==> config.mk <==
export PLATFORM = sky130hd
export DESIGN_NAME = uart_rx_os
export DESIGN_NICKNAME = d
export VERILOG_FILES = /design/src/rtl/uart_rx_os.sv
export SDC_FILE = /design/constraint.sdc
export NUM_CORES = 1
export LEC_CHECK = 0
export ABC_AREA = 0
export BUFFER_PORTS_ARGS = -buffer_cell sky130_fd_sc_hd__buf_2
export CORE_MARGIN = 10
export CORE_UTILIZATION = 45
export DETAILED_ROUTE_END_ITERATION = 8
export PLACE_DENSITY = 0.66
export SYNTH_ARGS = -nofsm -noshare
export SYNTH_HDL_FRONTEND = slang
export SYNTH_SLANG_ARGS = --single-unit
==> constraint.sdc <==
create_clock -name clk -period 1.9 [get_ports clk]
set_input_delay 0.285 -clock clk [delete_from_list [all_inputs] [get_ports clk]]
set_output_delay 0.285 -clock clk [all_outputs]
set_load 0.01 [all_outputs]
==> src/rtl/uart_rx_os.sv <==
// uart_rx_os: 16x oversampling UART receiver fed by the baud counter's
// max_tick strobe. Samples DBIT data bits LSB first at their midpoints and
// checks the stop bit. Optional parity bit when UART_RX_PARITY_EN is defined.
// Ports:
//   clk          system clock
//   reset        asynchronous active-high reset
//   s_tick       one-clk 16x-baud oversampling strobe
//   rx           serial line, idle high, asynchronous
//   dout         last received word
//   rx_done_tick one-clk pulse when a new word is committed to dout
//   frame_err    stop bit sampled low for the word on dout
//   parity_err   parity mismatch for the word on dout (0 without parity)
module uart_rx_os #(
   parameter int DBIT    = 8,
   parameter int SB_TICK = 16,
   parameter bit PAR_ODD = 1'b0
) (
   input  logic            clk,
   input  logic            reset,
   input  logic            s_tick,
   input  logic            rx,
   output logic [DBIT-1:0] dout,
   output logic            rx_done_tick,
   output logic            frame_err,
   output logic            parity_err
);

   localparam int NW = $clog2(DBIT);

   typedef enum logic [2:0] {
      IDLE,
      START,
      DATA,
`ifdef UART_RX_PARITY_EN
      PARITY,
`endif
      STOP
   } state_t;

   state_t          state_q, state_d;
   logic            sync1_q, sync2_q;
   logic            rxs;
   logic [4:0]      s_q, s_d;
   logic [NW-1:0]   n_q, n_d;
   logic [DBIT-1:0] b_q, b_d;
   logic            stop_q, stop_d;
   logic [DBIT-1:0] dout_q, dout_d;
   logic            done_q, done_d;
   logic            ferr_q, ferr_d;
`ifdef UART_RX_PARITY_EN
   logic            p_q, p_d;
   logic            mis_q, mis_d;
   logic            perr_q, perr_d;
`endif

   assign rxs = sync2_q;

   always_ff @(posedge clk or posedge reset) begin
      if (reset) begin
         sync1_q <= 1'b1;
         sync2_q <= 1'b1;
         state_q <= IDLE;
         s_q     <= '0;
         n_q     <= '0;
         b_q     <= '0;
         stop_q  <= 1'b0;
         dout_q  <= '0;
         done_q  <= 1'b0;
         ferr_q  <= 1'b0;
`ifdef UART_RX_PARITY_EN
         p_q     <= 1'b0;
         mis_q   <= 1'b0;
         perr_q  <= 1'b0;
`endif
      end else begin
         sync1_q <= rx;
         sync2_q <= sync1_q;
         state_q <= state_d;
         s_q     <= s_d;
         n_q     <= n_d;
         b_q     <= b_d;
         stop_q  <= stop_d;
         dout_q  <= dout_d;
         done_q  <= done_d;
         ferr_q  <= ferr_d;
`ifdef UART_RX_PARITY_EN
         p_q     <= p_d;
         mis_q   <= mis_d;
         perr_q  <= perr_d;
`endif
      end
   end

   always_comb begin
      state_d = state_q;
      s_d     = s_q;
      n_d     = n_q;
      b_d     = b_q;
      stop_d  = stop_q;
      dout_d  = dout_q;
      done_d  = 1'b0;
      ferr_d  = ferr_q;
`ifdef UART_RX_PARITY_EN
      p_d     = p_q;
      mis_d   = mis_q;
      perr_d  = perr_q;
`endif
      unique case (state_q)
         IDLE: begin
            if (!rxs) begin
               state_d = START;
               s_d     = '0;
            end
         end
         START: begin
            if (s_tick) begin
               if (s_q == 5'd7) begin
                  if (!rxs) begin
                     state_d = DATA;
                     s_d     = '0;
                     n_d     = '0;
`ifdef UART_RX_PARITY_EN
                     p_d     = PAR_ODD;
`endif
                  end else begin
                     state_d = IDLE;
                  end
               end else begin
                  s_d = s_q + 5'd1;
               end
            end
         end
         DATA: begin
            if (s_tick) begin
               if (s_q == 5'd15) begin
                  s_d = '0;
                  b_d = {rxs, b_q[DBIT-1:1]};
`ifdef UART_RX_PARITY_EN
                  p_d = p_q ^ rxs;
`endif
                  if (n_q == NW'(DBIT-1)) begin
`ifdef UART_RX_PARITY_EN
                     state_d = PARITY;
`else
                     state_d = STOP;
`endif
                  end else begin
                     n_d = n_q + 1'b1;
                  end
               end else begin
                  s_d = s_q + 5'd1;
               end
            end
         end
`ifdef UART_RX_PARITY_EN
         PARITY: begin
            if (s_tick) begin
               if (s_q == 5'd15) begin
                  mis_d   = p_q ^ rxs;
                  s_d     = '0;
                  state_d = STOP;
               end else begin
                  s_d = s_q + 5'd1;
               end
            end
         end
`endif
         STOP: begin
            if (s_tick) begin
               // with SB_TICK=16 the sample and the exit share one tick
               if (s_q == 5'd15)
                  stop_d = rxs;
               if (s_q == 5'(SB_TICK-1)) begin
                  state_d = IDLE;
                  done_d  = 1'b1;
                  dout_d  = b_q;
                  ferr_d  = !stop_d;
`ifdef UART_RX_PARITY_EN
                  perr_d  = mis_q;
`endif
               end else begin
                  s_d = s_q + 5'd1;
               end
            end
         end
         default: state_d = IDLE;
      endcase
   end

   assign dout         = dout_q;
   assign rx_done_tick = done_q;
   assign frame_err    = ferr_q;
`ifdef UART_RX_PARITY_EN
   assign parity_err   = perr_q;
`else
   // PAR_ODD has no effect in this build
   assign parity_err   = 1'b0 & PAR_ODD;
`endif

endmodule

* After elaboration in Yosys (flattened, before gate mapping) *
Index checks and enable logic that the tools add are counted.

storage, ports and cells
  flip-flop bits (word level) = 32
  input bits = 4
  logic and storage cells = 70

cells by class
  add/subtract/negate cells = 2
  equality and inequality tests = 17
  reduce and logical (&&, ||, !) cells = 10
  muxes and demuxes = 31

operators by type and width
  kind                                                             count
  3-bit two-way mux                                                14
  5-bit two-way mux                                                7
  2-bit inequality test, second input constant                     11
  5-bit one-hot mux with 4 select lines                            1
  3-bit one-hot mux with 4 select lines                            1
  8-bit AND reduction                                              1
  7-bit AND reduction                                              1
  3-bit by 2-bit == test with 1-bit output, second input constant  2
  1-bit two-way mux                                                6
  3-bit one-hot mux with 2 select lines                            1
  3-bit AND reduction                                              2
  5-bit by 1-bit adder with 5-bit output, second input constant    1
  5-bit by 3-bit == test with 1-bit output, second input constant  1
  5-bit by 4-bit == test with 1-bit output, second input constant  1
  5-bit AND reduction                                              1
  4-bit nonzero test                                               1
  3-bit by 1-bit adder with 3-bit output, second input constant    1
  3-bit by 1-bit == test with 1-bit output, second input constant  1
  3-bit == test, second input constant                             1
  3-bit logical NOT                                                1
  2-bit two-way mux                                                1
  2-bit AND reduction                                              1
  2-bit nonzero test                                               1
  1-bit logical NOT                                                1

* Longest topological paths before layout *
  word-level depth = 5
  depth in mapped cells = 8
  mapped depth without buffers = 7

* Worst setup path before layout *
No wires, ideal clock.

  kind = register to register
  start = register s_q[0]
  end = register s_q[2]
  required time = 1774 ps
  setup slack = -118 ps
  clock period less this slack = 2018 ps
  buffers on the path = 0
  library setup time = 126 ps
  stages on the path, launching flop included = 8
  arrival = 1892 ps
  cells stage by stage = dfrtp_1 -> ha_1 -> and3_1 -> ha_1 -> a21boi_1 -> nor2_1 -> a211o_1 -> a221o_1

between the ends
  cells in the longest elaborated chain, start to end = 4

RTL lines
  item                                                            RTL line       RTL
  start, declared                                                 43             logic [4:0] s_q, s_d;
  start signal, assigned                                          63             s_q <= '0;
  start signal, assigned                                          79             s_q <= s_d;
  5-bit by 1-bit adder with 5-bit output (tied with other cells)  129, 151, 182
  5-bit two-way mux, on equally long branches                     173, 117, 135
  5-bit two-way mux, on equally long branches                     169, 116, 134
  5-bit one-hot mux with 4 select lines                           108            unique case (state_q)

Several ways; a longest one is shown, not always the timed one. The select of a mux whose other input is x is not followed.
A chain may end at the register's enable or synchronous reset.

* Final worst setup path *
Ends and elaborated chain as after synthesis.

==> insert_results.sql <==
INSERT INTO impl_metrics (metric_group, metric, value, unit) VALUES
('grt', 'grt_max_degree', '31', ''),
('die', 'design.portCount', '15', ''),
('die', 'start_util', '46.3', '%'),
('die', 'core_region_area', '3310', 'µm²'),
('min_path', 'hold_class', 'input pin to register', ''),
('die', 'die_w', '78.4', 'µm'),
('die', 'die-area', '6140', 'µm²'),
('timing', 'fmaxAchievable', '534', 'MHz'),
('clock_tree', 'htreeDepth', '2', ''),
('timing', 'hold_violations', '0', ''),
('clock_tree', 'clock_slew_at_the_register_clock_pins_of_the_worst_setup_and_hold_paths', '100', 'ps'),
('yosys', 'synth_cell_type_count', '36', ''),
('yosys', 'synth_seq_cells', '30', ''),
('min_path', 'min_path_cells', '1', ''),
('placed_design', 'placed_area', '1750', 'µm²'),
('clock_tree', 'cts.sink_count', '30', ''),
('placed_design', 'gp_congestion', '0.853', ''),
('drt', 'avgViaCountPerCell', '5.13', ''),
('yosys', 'synth.yosys.seq_area_share', '49.1', '%'),
('worst_setup_path', 'critical_path_class', 'register to register', ''),
('drt', 'drt-wirelength-per-cell', '14.1', 'µm'),
('final_layout', 'syn2layout_area_growth', '23.2', '%'),
('pwr', 'peakVddDrop', '575', 'µV'),
('yosys', 'yosysWarnings', '0', ''),
('grt', 'grt_antenna_before_repair', '0', ''),
('run', 'max_cap_viol_count', '0', ''),
('grt', 'track_usage', '10.6', '%'),
('clock_tree', 'numCtsBuffers', '5', ''),
('pwr', 'total_leakage_power', '0.000973', 'µW'),
('yosys', 'syn_nets', '161', ''),
('worst_setup_path', 'worst_setup_path_end_kind', 'register', ''),
('placed_design', 'dp.final_hpwl', '2150', 'µm'),
('placed_design', 'place.port_buffers', '13', ''),
('timing', 'final-max-slew-violation-count', '0', ''),
('timing', 'clock_skew', '12.5', 'ps'),
('die', 'floorplan.rows', '21', ''),
('final_layout', 'final_common_cell', 'sky130_fd_sc_hd__nand2_1', ''),
('drt', 'total_routed_wirelength', '3170', 'µm'),
('yosys', 'synthesis.instances', '145', ''),
('die', 'dieHeight', '78.4', 'µm'),
('worst_setup_path', 'r2r.worst_path.cells', '7', ''),
('min_path', 'hp-start', 'rx', ''),
('drt', 'drtAntennaViolNets', '0', ''),
('timing', 'setup_viol_count_final', '0', ''),
('final_layout', 'design_area', '1890', 'µm²'),
('pwr', 'power.density_cell_area', '1130', 'nW/µm²'),
('worst_setup_path', 'path_max_fanout', '4', ''),
('drt', 'detail_route.first_pass.iterations', '4', ''),
('yosys', 'postSynthAreaPerCell', '10.6', 'µm²'),
('pwr', 'post-layout-total-power', '2140', 'µW'),
('yosys', 'syn-cell-area', '1530', 'µm²'),
('grt', 'gr-usage-met3', '3.64', '%'),
('worst_setup_path', 'regToRegSetupSlack', '30', 'ps'),
('clock_tree', 'clockRootBuffer', 'sky130_fd_sc_hd__clkbuf_4', ''),
('worst_setup_path', 'worst_r2r_startpoint', 's_q[0]', ''),
('worst_setup_path', 'worst_r2r_endpoint', 's_q[2]', ''),
('final_layout', 'mostFrequentLayoutCells', 'sky130_fd_sc_hd__nand2_1, sky130_fd_sc_hd__dfrtp_1, sky130_fd_sc_hd__buf_4', ''),
('worst_setup_path', 'cp-start-kind', 'register', ''),
('final_layout', 'proportion_of_layout_cells_with_a_drive_suffix_above_1', '36.9', '%'),
('clock_tree', 'cts_tree', 'built', ''),
('final_layout', 'antenna-diode-count', '0', ''),
('grt', 'total_global_routing_overflow', '0', ''),
('drt', 'post-route-drc-count', '0', ''),
('min_path', 'terminating_pin_of_the_worst_hold_path', 'sync1_q', ''),
('worst_setup_path', 'critical_path_required', '2130', 'ps'),
('drt', 'number_of_drc_markers_in_iteration_0', '66', ''),
('grt', 'wire_length_of_the_first_global_routing_pass', '5240', 'µm'),
('drt', 'dr_total_vias', '1154', ''),
('worst_setup_path', 'worst_ep_arrival_time', '2110', 'ps'),
('clock_tree', 'clock_latency', '340', 'ps'),
('timing', 'timing.final.crit_share', '98.6', '%'),
('grt', 'grtUsageMet2', '16.7', '%'),
('timing', 'tmin_final', '1870', 'ps'),
('grt', 'grtUsageMet1', '12.4', '%'),
('grt', 'globalRoute.busiestLayer', 'met2', ''),
('status', 'run_status', 'finished clean', ''),
('grt', 'first_global_vias', '1133', ''),
('clock_tree', 'clk_path_buf_depth', '2', ''),
('final_layout', 'layout.nets', '194', '');
## sequential cells by signal, summed over array words and instances (netlist names)
name / flops
n_q: 3
rxs: 1
dout: 8
b_q: 8
state_q: 2
frame_err: 1
rx_done_tick: 1
sync1_q: 1
s_q: 5
## where the power goes
group	switching [µW]	internal, µW
Sequential	73.0	723
Clock	224	179
Combinational	469	471
## final cells by class
cell class                 instances  area [µm²]
sequential                        30         756
multi-input combinational        100         776
fill                             292        1420
timing repair buffer              31         203
clock inverter                     1        5.00
clock buffer                       7        55.1
inverter                          10        37.5
tap                               46        57.6
## per-stage QoR
step / setup WS (ps) / hold WS (ps) / TNS [ps] / std cells / util (%)
CTS: 1.33 / 30.7 / 0 / 223 / 55.0
global placement: 62.0 / 347 / 0 / 214 / 52.9
finish: 27.4 / 47.1 / 0 / 225 / 57.1
detailed placement: 8.55 / 347 / 0 / 214 / 52.9
global route: -15.0 / 14.3 / -24.2 / 225 / 57.1
floorplan: 11.8 / 289 / 0 / 145 / -
## repair_timing
item	4_1_cts	5_1_grt
buffers inserted	0	2
endpoints found under the setup margin	0	15
hold buffers	1	0
resized for setup	0	12
endpoints found under the hold margin	2	0
## logic make-up (layout without fill, tap and decap cells)
logic type / Yosys count / in the layout / share of synthesized area (%)
compound gates: 21 / 21 / 10.8
simple gates: 54 / 54 / 17.0
flops: 30 / 30 / 49.1
mux: 12 / 12 / 8.65
buf+inv: 15 / 49 / 4.32
other cells: 1 / 1 / 0.244
fa+ha+maj: 12 / 12 / 9.79
## worst max-delay path, cell delays in order, from the launching register on
cell	delay, ps
sky130_fd_sc_hd__dfrtp_1	420
sky130_fd_sc_hd__ha_2	200
sky130_fd_sc_hd__and3_4	170
sky130_fd_sc_hd__ha_4	150
sky130_fd_sc_hd__a21boi_2	130
sky130_fd_sc_hd__nor2_2	60
sky130_fd_sc_hd__a211o_1	320
sky130_fd_sc_hd__a221o_1	310
## synth_stat cells
master / instances / share of area (%)
sky130_fd_sc_hd__nor3_2: 1 / 0.65
sky130_fd_sc_hd__nand4_1: 1 / 0.41
sky130_fd_sc_hd__a22o_1: 2 / 1.1
sky130_fd_sc_hd__or2b_1: 1 / 0.49
sky130_fd_sc_hd__buf_4: 2 / 0.98
sky130_fd_sc_hd__nor2_1: 7 / 1.7
sky130_fd_sc_hd__o21a_1: 1 / 0.49
sky130_fd_sc_hd__nand2_1: 32 / 7.8
sky130_fd_sc_hd__dfstp_2: 2 / 3.4
sky130_fd_sc_hd__nand3_1: 2 / 0.65
sky130_fd_sc_hd__a21boi_1: 1 / 0.49
sky130_fd_sc_hd__nor2b_1: 2 / 0.82
sky130_fd_sc_hd__ha_1: 12 / 9.8
sky130_fd_sc_hd__and3_1: 1 / 0.41
sky130_fd_sc_hd__conb_1: 1 / 0.24
sky130_fd_sc_hd__nand2b_1: 1 / 0.41
sky130_fd_sc_hd__nor3_1: 4 / 1.3
sky130_fd_sc_hd__inv_1: 10 / 2.4
sky130_fd_sc_hd__o21ai_0: 3 / 0.98
sky130_fd_sc_hd__o2bb2ai_1: 1 / 0.57
sky130_fd_sc_hd__a21o_2: 2 / 1.1
sky130_fd_sc_hd__clkbuf_1: 1 / 0.24
sky130_fd_sc_hd__buf_2: 2 / 0.65
sky130_fd_sc_hd__a221o_1: 2 / 1.3
sky130_fd_sc_hd__o2111ai_1: 1 / 0.57
sky130_fd_sc_hd__a31o_2: 1 / 0.57
sky130_fd_sc_hd__a221oi_2: 1 / 0.98
sky130_fd_sc_hd__and4_1: 1 / 0.57
sky130_fd_sc_hd__a31oi_1: 1 / 0.41
sky130_fd_sc_hd__a211o_1: 1 / 0.57
sky130_fd_sc_hd__a21oi_1: 3 / 0.98
sky130_fd_sc_hd__a22o_2: 1 / 0.65
sky130_fd_sc_hd__nand4bb_4: 1 / 1.8
sky130_fd_sc_hd__mux2_2: 10 / 7.3
sky130_fd_sc_hd__dfrtp_1: 28 / 46
sky130_fd_sc_hd__mux2i_1: 2 / 1.3
## metal layers
layer  share of wire, %  routed length (µm)  vias up
li1                   -                   -      559
met3                4.1                 129        8
met5                  0                   0        -
met2                 51                1610       23
met1                 43                1370      564
met4                1.9                  61        0
## worst max-delay path by stage
stage	start	to	slack, ps	depth (start not counted)
finish	s_q[0]	s_q[2]	30	7
detailed placement	s_q[0]	s_q[3]	9	7
global placement	s_q[1]	s_q[2]	60	7
floorplan	s_q[1]	s_q[2]	10	7
CTS	s_q[0]	s_q[3]	1	7
global route	state_q[0]	s_q[2]	-10	5
No activity file was read; power rests on OpenSTA's default activity.
